==> config.mk <==
export PLATFORM = sky130hd
export DESIGN_NAME = reg_file_sb_flat
export DESIGN_NICKNAME = d
export VERILOG_FILES = /design/src/rtl/regfile_pkg.sv /design/src/rtl/reg_file_sb_if.sv /design/src/rtl/reg_scoreboard.sv /design/src/rtl/reg_file_sb.sv /design/src/flat_wrapper.sv
export SDC_FILE = /design/constraint.sdc
export NUM_CORES = 2
export LEC_CHECK = 0
export ABC_AREA = 1
export CORE_ASPECT_RATIO = 0.8
export CORE_MARGIN = 3
export CORE_UTILIZATION = 41
export DETAILED_ROUTE_END_ITERATION = 10
export PLACE_DENSITY_LB_ADDON = 0.1
export RECOVER_POWER = 25
export SYNTH_ARGS = -nofsm -noshare
export SYNTH_HDL_FRONTEND = slang
export SYNTH_SLANG_ARGS = --single-unit
==> constraint.sdc <==
create_clock -name clk -period 5.15 [get_ports clk]
set_input_delay 0.7725 -clock clk [delete_from_list [all_inputs] [get_ports clk]]
set_output_delay 0.7725 -clock clk [all_outputs]
set_load 0.1 [all_outputs]
==> src/rtl/regfile_pkg.sv <==
// Shared widths, register address/data types and the hardwired-zero index for the register file.
package regfile_pkg;
  localparam int DFLT_ADDR_WDTH = 5;
  localparam int DFLT_DATA_WDTH = 32;
  localparam int ZERO_REG       = 0;

  typedef logic [DFLT_ADDR_WDTH-1:0] reg_addr_t;
  typedef logic [DFLT_DATA_WDTH-1:0] reg_data_t;
endpackage

==> src/rtl/reg_file_sb_if.sv <==
// Operand-read, issue-claim and writeback bus between the core pipeline and reg_file_sb.
interface reg_file_sb_if
  import regfile_pkg::*;
#(
  parameter int ADDR_WDTH = DFLT_ADDR_WDTH,
  parameter int DATA_WDTH = DFLT_DATA_WDTH,
  parameter int NUM_RD    = 2
);
  logic [NUM_RD*ADDR_WDTH-1:0] rd_addr;
  logic [NUM_RD*DATA_WDTH-1:0] rd_data;
  logic [NUM_RD-1:0]           rd_busy;
  logic                        claim_en;
  logic [ADDR_WDTH-1:0]        claim_addr;
  logic                        claim_ok;
  logic                        we3;
  logic [ADDR_WDTH-1:0]        ad3;
  logic [DATA_WDTH-1:0]        wd3;
  logic [ADDR_WDTH:0]          busy_cnt;
  logic [DATA_WDTH-1:0]        a0;

  modport master (
    output rd_addr, claim_en, claim_addr, we3, ad3, wd3,
    input  rd_data, rd_busy, claim_ok, busy_cnt, a0
  );
  modport slave (
    input  rd_addr, claim_en, claim_addr, we3, ad3, wd3,
    output rd_data, rd_busy, claim_ok, busy_cnt, a0
  );
endinterface

==> src/rtl/reg_scoreboard.sv <==
// Busy-bit scoreboard: one pending-write bit per register, WAW check for claims, running busy count.
module reg_scoreboard
  import regfile_pkg::*;
#(
  parameter int ADDR_WDTH = DFLT_ADDR_WDTH
) (
  input  logic                      clk,
  input  logic                      rst_n,
  input  logic                      claim_en,
  input  logic [ADDR_WDTH-1:0]      claim_addr,
  input  logic                      we3,
  input  logic [ADDR_WDTH-1:0]      ad3,
  output logic [(1<<ADDR_WDTH)-1:0] busy,
  output logic                      claim_ok,
  output logic [ADDR_WDTH:0]        busy_cnt
);
  localparam int NREG = 1 << ADDR_WDTH;
  localparam int CW   = ADDR_WDTH + 1;

  logic [NREG-1:0] busy_q, busy_d;
  logic [CW-1:0]   cnt_q, cnt_d;
  logic            wr_en, set, clr;

  always_comb begin
    wr_en    = we3 && (ad3 != ADDR_WDTH'(ZERO_REG));
    // A writeback landing this cycle frees the slot, so a re-claim is not a WAW.
    claim_ok = !busy_q[claim_addr] || (we3 && (ad3 == claim_addr));
    set      = claim_en && claim_ok && (claim_addr != ADDR_WDTH'(ZERO_REG));
    clr      = wr_en && busy_q[ad3];
    busy_d   = busy_q;
    if (wr_en) busy_d[ad3] = 1'b0;
    if (set)   busy_d[claim_addr] = 1'b1;
    // Same-register set+clear nets to zero; untracked writes never decrement.
    cnt_d    = cnt_q + CW'(set) - CW'(clr);
  end

  always_ff @(posedge clk or negedge rst_n) begin
    if (!rst_n) begin
      busy_q <= '0;
      cnt_q  <= '0;
    end else begin
      busy_q <= busy_d;
      cnt_q  <= cnt_d;
    end
  end

  assign busy     = busy_q;
  assign busy_cnt = cnt_q;
endmodule

==> src/rtl/reg_file_sb.sv <==
// Multi-read-port register file with writeback bypass, hardwired x0 and integrated busy scoreboard.
module reg_file_sb
  import regfile_pkg::*;
#(
  parameter int ADDR_WDTH = DFLT_ADDR_WDTH,
  parameter int DATA_WDTH = DFLT_DATA_WDTH,
  parameter int NUM_RD    = 2,
  parameter int DBG_REG   = 10
) (
  input logic         clk,
  input logic         rst_n,
  reg_file_sb_if.slave bus
);
  localparam int NREG = 1 << ADDR_WDTH;

  logic [NREG-1:0][DATA_WDTH-1:0]   regs_q, regs_d;
  logic [NREG-1:0]                  busy;
  logic [NUM_RD-1:0][DATA_WDTH-1:0] rd_data_v;
  logic [NUM_RD-1:0]                rd_busy_v;

  always_comb begin
    regs_d = regs_q;
    if (bus.we3 && (bus.ad3 != ADDR_WDTH'(ZERO_REG))) regs_d[bus.ad3] = bus.wd3;
  end

  always_ff @(posedge clk or negedge rst_n) begin
    if (!rst_n) regs_q <= '0;
    else        regs_q <= regs_d;
  end

  reg_scoreboard #(.ADDR_WDTH(ADDR_WDTH)) u_sb (
    .clk        (clk),
    .rst_n      (rst_n),
    .claim_en   (bus.claim_en),
    .claim_addr (bus.claim_addr),
    .we3        (bus.we3),
    .ad3        (bus.ad3),
    .busy       (busy),
    .claim_ok   (bus.claim_ok),
    .busy_cnt   (bus.busy_cnt)
  );

  for (genvar i = 0; i < NUM_RD; i++) begin : g_rd
    logic [ADDR_WDTH-1:0] ra;
    assign ra = bus.rd_addr[i*ADDR_WDTH +: ADDR_WDTH];

    // A same-cycle writeback both supplies the data and retires the pending claim.
    always_comb begin
      rd_data_v[i] = '0;
      rd_busy_v[i] = 1'b0;
      if (ra == ADDR_WDTH'(ZERO_REG)) begin
        rd_data_v[i] = '0;
      end else if (bus.we3 && (bus.ad3 == ra)) begin
        rd_data_v[i] = bus.wd3;
      end else begin
        rd_data_v[i] = regs_q[ra];
        rd_busy_v[i] = busy[ra];
      end
    end
  end

  assign bus.rd_data = rd_data_v;
  assign bus.rd_busy = rd_busy_v;
  assign bus.a0      = regs_q[DBG_REG];
endmodule

==> src/flat_wrapper.sv <==
// flat-port wrapper written by rule: the top's interface ports become plain ports
module reg_file_sb_flat import regfile_pkg::*;
#(
  parameter int ADDR_WDTH = DFLT_ADDR_WDTH,
  parameter int DATA_WDTH = DFLT_DATA_WDTH,
  parameter int NUM_RD    = 2,
  parameter int DBG_REG   = 10
)
  (clk, rst_n, bus_rd_addr, bus_claim_en, bus_claim_addr, bus_we3, bus_ad3, bus_wd3, bus_rd_data, bus_rd_busy, bus_claim_ok, bus_busy_cnt, bus_a0);
  reg_file_sb_if #(.ADDR_WDTH(ADDR_WDTH), .DATA_WDTH(DATA_WDTH), .NUM_RD(NUM_RD)) bus_i ();
  input logic clk;
  input logic rst_n;
  input wire logic [$bits(bus_i.rd_addr)-1:0] bus_rd_addr;
  input wire logic [$bits(bus_i.claim_en)-1:0] bus_claim_en;
  input wire logic [$bits(bus_i.claim_addr)-1:0] bus_claim_addr;
  input wire logic [$bits(bus_i.we3)-1:0] bus_we3;
  input wire logic [$bits(bus_i.ad3)-1:0] bus_ad3;
  input wire logic [$bits(bus_i.wd3)-1:0] bus_wd3;
  output wire logic [$bits(bus_i.rd_data)-1:0] bus_rd_data;
  output wire logic [$bits(bus_i.rd_busy)-1:0] bus_rd_busy;
  output wire logic [$bits(bus_i.claim_ok)-1:0] bus_claim_ok;
  output wire logic [$bits(bus_i.busy_cnt)-1:0] bus_busy_cnt;
  output wire logic [$bits(bus_i.a0)-1:0] bus_a0;
  assign bus_i.rd_addr = bus_rd_addr;
  assign bus_i.claim_en = bus_claim_en;
  assign bus_i.claim_addr = bus_claim_addr;
  assign bus_i.we3 = bus_we3;
  assign bus_i.ad3 = bus_ad3;
  assign bus_i.wd3 = bus_wd3;
  assign bus_rd_data = bus_i.rd_data;
  assign bus_rd_busy = bus_i.rd_busy;
  assign bus_claim_ok = bus_i.claim_ok;
  assign bus_busy_cnt = bus_i.busy_cnt;
  assign bus_a0 = bus_i.a0;
  reg_file_sb #(.ADDR_WDTH(ADDR_WDTH), .DATA_WDTH(DATA_WDTH), .NUM_RD(NUM_RD), .DBG_REG(DBG_REG)) u_core (.clk(clk), .rst_n(rst_n), .bus(bus_i));
endmodule
==> results.json <==
{
  "ir_worst_vdd_mv": 0.488,
  "grt_first_pass_wirelength_um": 369000,
  "post-route-period-util_pct": 85.8,
  "die_area_mm2": 0.151,
  "fp.coreArea_mm2": 0.144,
  "routabilityCongestion": 0.878,
  "fin_cells": 9815,
  "post-route-drc-count": 0,
  "fillCellCount": 14300,
  "r2r_cells": 18,
  "fp-row-count": 124,
  "finalMaxSlewViolations": 55,
  "clock_skew_ns": 0.0156,
  "timing.rr.end": "u_core.u_sb.busy_cnt[4]$_DFF_PN0_",
  "finalSetupViolCount": 0,
  "hold_viol": 0,
  "min_from": "u_core.regs_q[25]$_DFFE_PN0P_",
  "regToRegSetupSlack_ns": 2.39,
  "avgSynthCellArea_um2": 7.32,
  "grt_pass1_vias": 52900,
  "clock_sinks": 1062,
  "slew_headroom_pct": -204,
  "hold_end": "u_core.regs_q[25]$_DFFE_PN0P_",
  "ant_nets": 0,
  "initial_core_util_pct": 41.6,
  "ys_top_cells_by_area": "dfrtp_1 44%, nand2_1 13%, o21ai_0 11%, nand3_1 6.7%, o211ai_1 5.5%",
  "nets": 7888,
  "drive_gt1_share_pct": 6.61,
  "io_buffer_count": 160,
  "cts-root-buf": "clkbuf_16",
  "synth_most_common_cell": "nand2_1",
  "async_flop_share_pct": 100,
  "violations": "capacitance limit, slew limit",
  "hp-class": "register to register",
  "worstPathRequired_ns": 4.38,
  "antenna_found_initial": 7,
  "cts_tree": "built",
  "timing.rr.start": "u_core.u_sb.busy[4]$_DFF_PN0_",
  "die_width_um": 434,
  "cts_setup_buffers": 0,
  "fmax_mhz": 226,
  "synth_edf_count": 0,
  "rsz0062_at_grt": "no",
  "grt_overflow": 0,
  "end_kind": "output pin",
  "crit_fanout": 22,
  "synth_seq_cells": 1062,
  "finalSetupTns_ns": 0,
  "via_per_inst": 5.95,
  "crit_type": "primary input to output pin",
  "synth_cells": 8205,
  "synthDistinctLibCells": 37,
  "clk_path_buf_depth": 3,
  "dp_hpwl_um": 142000,
  "totalWireLength_um": 251000,
  "wl_per_cell_um": 25.6,
  "num_vias": 58400,
  "track_usage_pct": 32.6,
  "h-tree-depth": 3,
  "synthTopCellsByCount": "2111 x nand2_1, 1276 x o21ai_0, 1062 x dfrtp_1",
  "place_area_mm2": 0.0629,
  "synth_top_cell_by_area": "dfrtp_1",
  "worst_pin_slew_ns": 4.57,
  "dr.first_iter.drc_count": 8642,
  "die_h_um": 348,
  "clk_latency_ns": 0.75,
  "synthFlopType": "dfrtp_1",
  "ios": 161,
  "critPathLaunchType": "primary input",
  "p_per_area_mw_per_mm2": 403,
  "clk_pin_slew_ns": 0.06,
  "whs_path_depth": 0,
  "syn_area_mm2": 0.0600,
  "crit_arrival_ns": 3.65,
  "final_area_mm2": 0.0671,
  "cts_hold_buf": 0,
  "netlist.area_leader.share_pct": 44.3,
  "yosysSeqAreaShare_pct": 44.3,
  "p_leak_nw": 30.1,
  "fin_total_pwr_mw": 27.1,
  "drtPass1Iterations": 7,
  "syn-num-nets": 8268,
  "cts_buffers": 117,
  "area_growth_syn_to_layout_pct": 11.8,
  "outcome": "finished, violations left",
  "cts.repair.resized": 0,
  "ys_warn_count": 0,
  "cap_violations": 1,
  "place_inst": 9596,
  "period_needed_ns": 4.42,
  "grt_max_degree": 190
}
flip-flops by register name (all words and copies together), names as in the netlist:
signal and count:
u_core.u_sb.busy_cnt 6, u_core.u_sb.busy 32, u_core.regs_q 992, u_core.bus.a0 32
per-layer routing:
| layer | routed length [um] | GRT usage, % | vias up |
|---|---|---|---|
| li1 | - | - | 26800 |
| met1 | 111000 | 48.3 | 28000 |
| met2 | 106000 | 47.9 | 3044 |
| met3 | 24800 | 5.85 | 499 |
| met4 | 9500 | 10.7 | 2 |
| met5 | 13 | 0 | - |
cell type report:
class	count	area [um2]	share of cell area (%)
antenna	1	2.50	0.00373
clock buffer	168	3550	5.30
clock inverter	50	683	1.02
inverter	592	2250	3.35
multi-input combinational	5735	27700	41.2
sequential	1062	26600	39.6
tap	1890	2360	3.52
timing repair buffer	317	4030	6.01
worst max-delay path, cell delays in order:
cell and delay (ns):
clkdlybuf4s50_1 0.66, xor2_1 0.27, nor3_1 0.27, nand2_2 0.15, buf_4 0.33, inv_2 0.11
buf_4 0.33, a21oi_1 0.12, nand2_1 0.27, inv_1 0.13, buf_12 0.18
worst max path at each step:
stage | from | end | slack (ns) | depth (start not counted)
after global routing | rst_n | u_core.regs_q[749]$_DFFE_PN0P_ | 0.37 | 1
final | bus_ad3[4] | bus_rd_data[21] | 0.73 | 11
after CTS | bus_rd_addr[5] | bus_rd_data[40] | 0.87 | 11
after global placement | bus_ad3[3] | bus_rd_data[52] | 0.83 | 11
after detailed placement | bus_ad3[3] | bus_rd_data[52] | 0.87 | 11
after floorplan | bus_rd_addr[1] | bus_rd_data[30] | 1.06 | 9
per-stage QoR:
stage	setup slack, ns	util [%]	hold slack (ns)
after CTS	0.868	46.6	0.00624
after floorplan	1.06	-	0.429
after global placement	0.829	43.6	0.366
final	0.732	46.6	0.379
after detailed placement	0.873	43.6	0.366
after global routing	0.370	46.6	0.390
report_power, final:
| part | total (mW) | internal, mW | switching [mW] |
|---|---|---|---|
| registers | 11.1 | 9.97 | 1.15 |
| logic | 6.58 | 2.11 | 4.46 |
| clock network | 9.36 | 5.57 | 3.79 |
| total | 27.1 | 17.7 | 9.40 |
kinds of logic after synthesis:
group	synth area share [%]
XOR/XNOR	0.146
buffers and inverters	10.0
AND/OR/NAND/NOR	22.7
flip-flops	44.3
AO/OA/AOI/OAI	22.7
adder cells (fa/ha/maj)	0.158
placed cells by master, fill, tap and decap left out, types with 3 or more instances in the layout:
cell / netlist / final
nand2_1: 2111 / 2085
o21ai_0: 1276 / 1276
dfrtp_1: 1062 / 1062
nand3_1: 800 / 800
a21oi_1: 562 / 562
inv_1: 565 / 561
o211ai_1: 438 / 438
o21ai_1: 173 / 173
nor2_1: 161 / 157
clkbuf_16: 0 / 121
buf_12: 0 / 115
buf_4: 97 / 109
nand4_1: 89 / 89
clkdlybuf4s50_1: 0 / 82
clkbuf_8: 0 / 35
clkinv_2: 0 / 29
nand2_4: 1 / 25
nor3_1: 24 / 24
inv_2: 24 / 22
nand3b_1: 19 / 19
nor2_4: 10 / 17
bufinv_16: 0 / 16
clkbuf_1: 367 / 15
a22oi_1: 12 / 12
a31oi_1: 10 / 10
nor3_2: 8 / 8
xor2_1: 8 / 8
o22ai_1: 6 / 6
ha_1: 6 / 6
a211oi_1: 5 / 5
inv_6: 0 / 4
buf_8: 0 / 4
clkbuf_2: 1 / 4
nor2_2: 6 / 3
clkinv_1: 3 / 3
nand2_2: 1 / 3
inv_4: 0 / 3
Note: power is estimated with default switching activity, not from simulation.
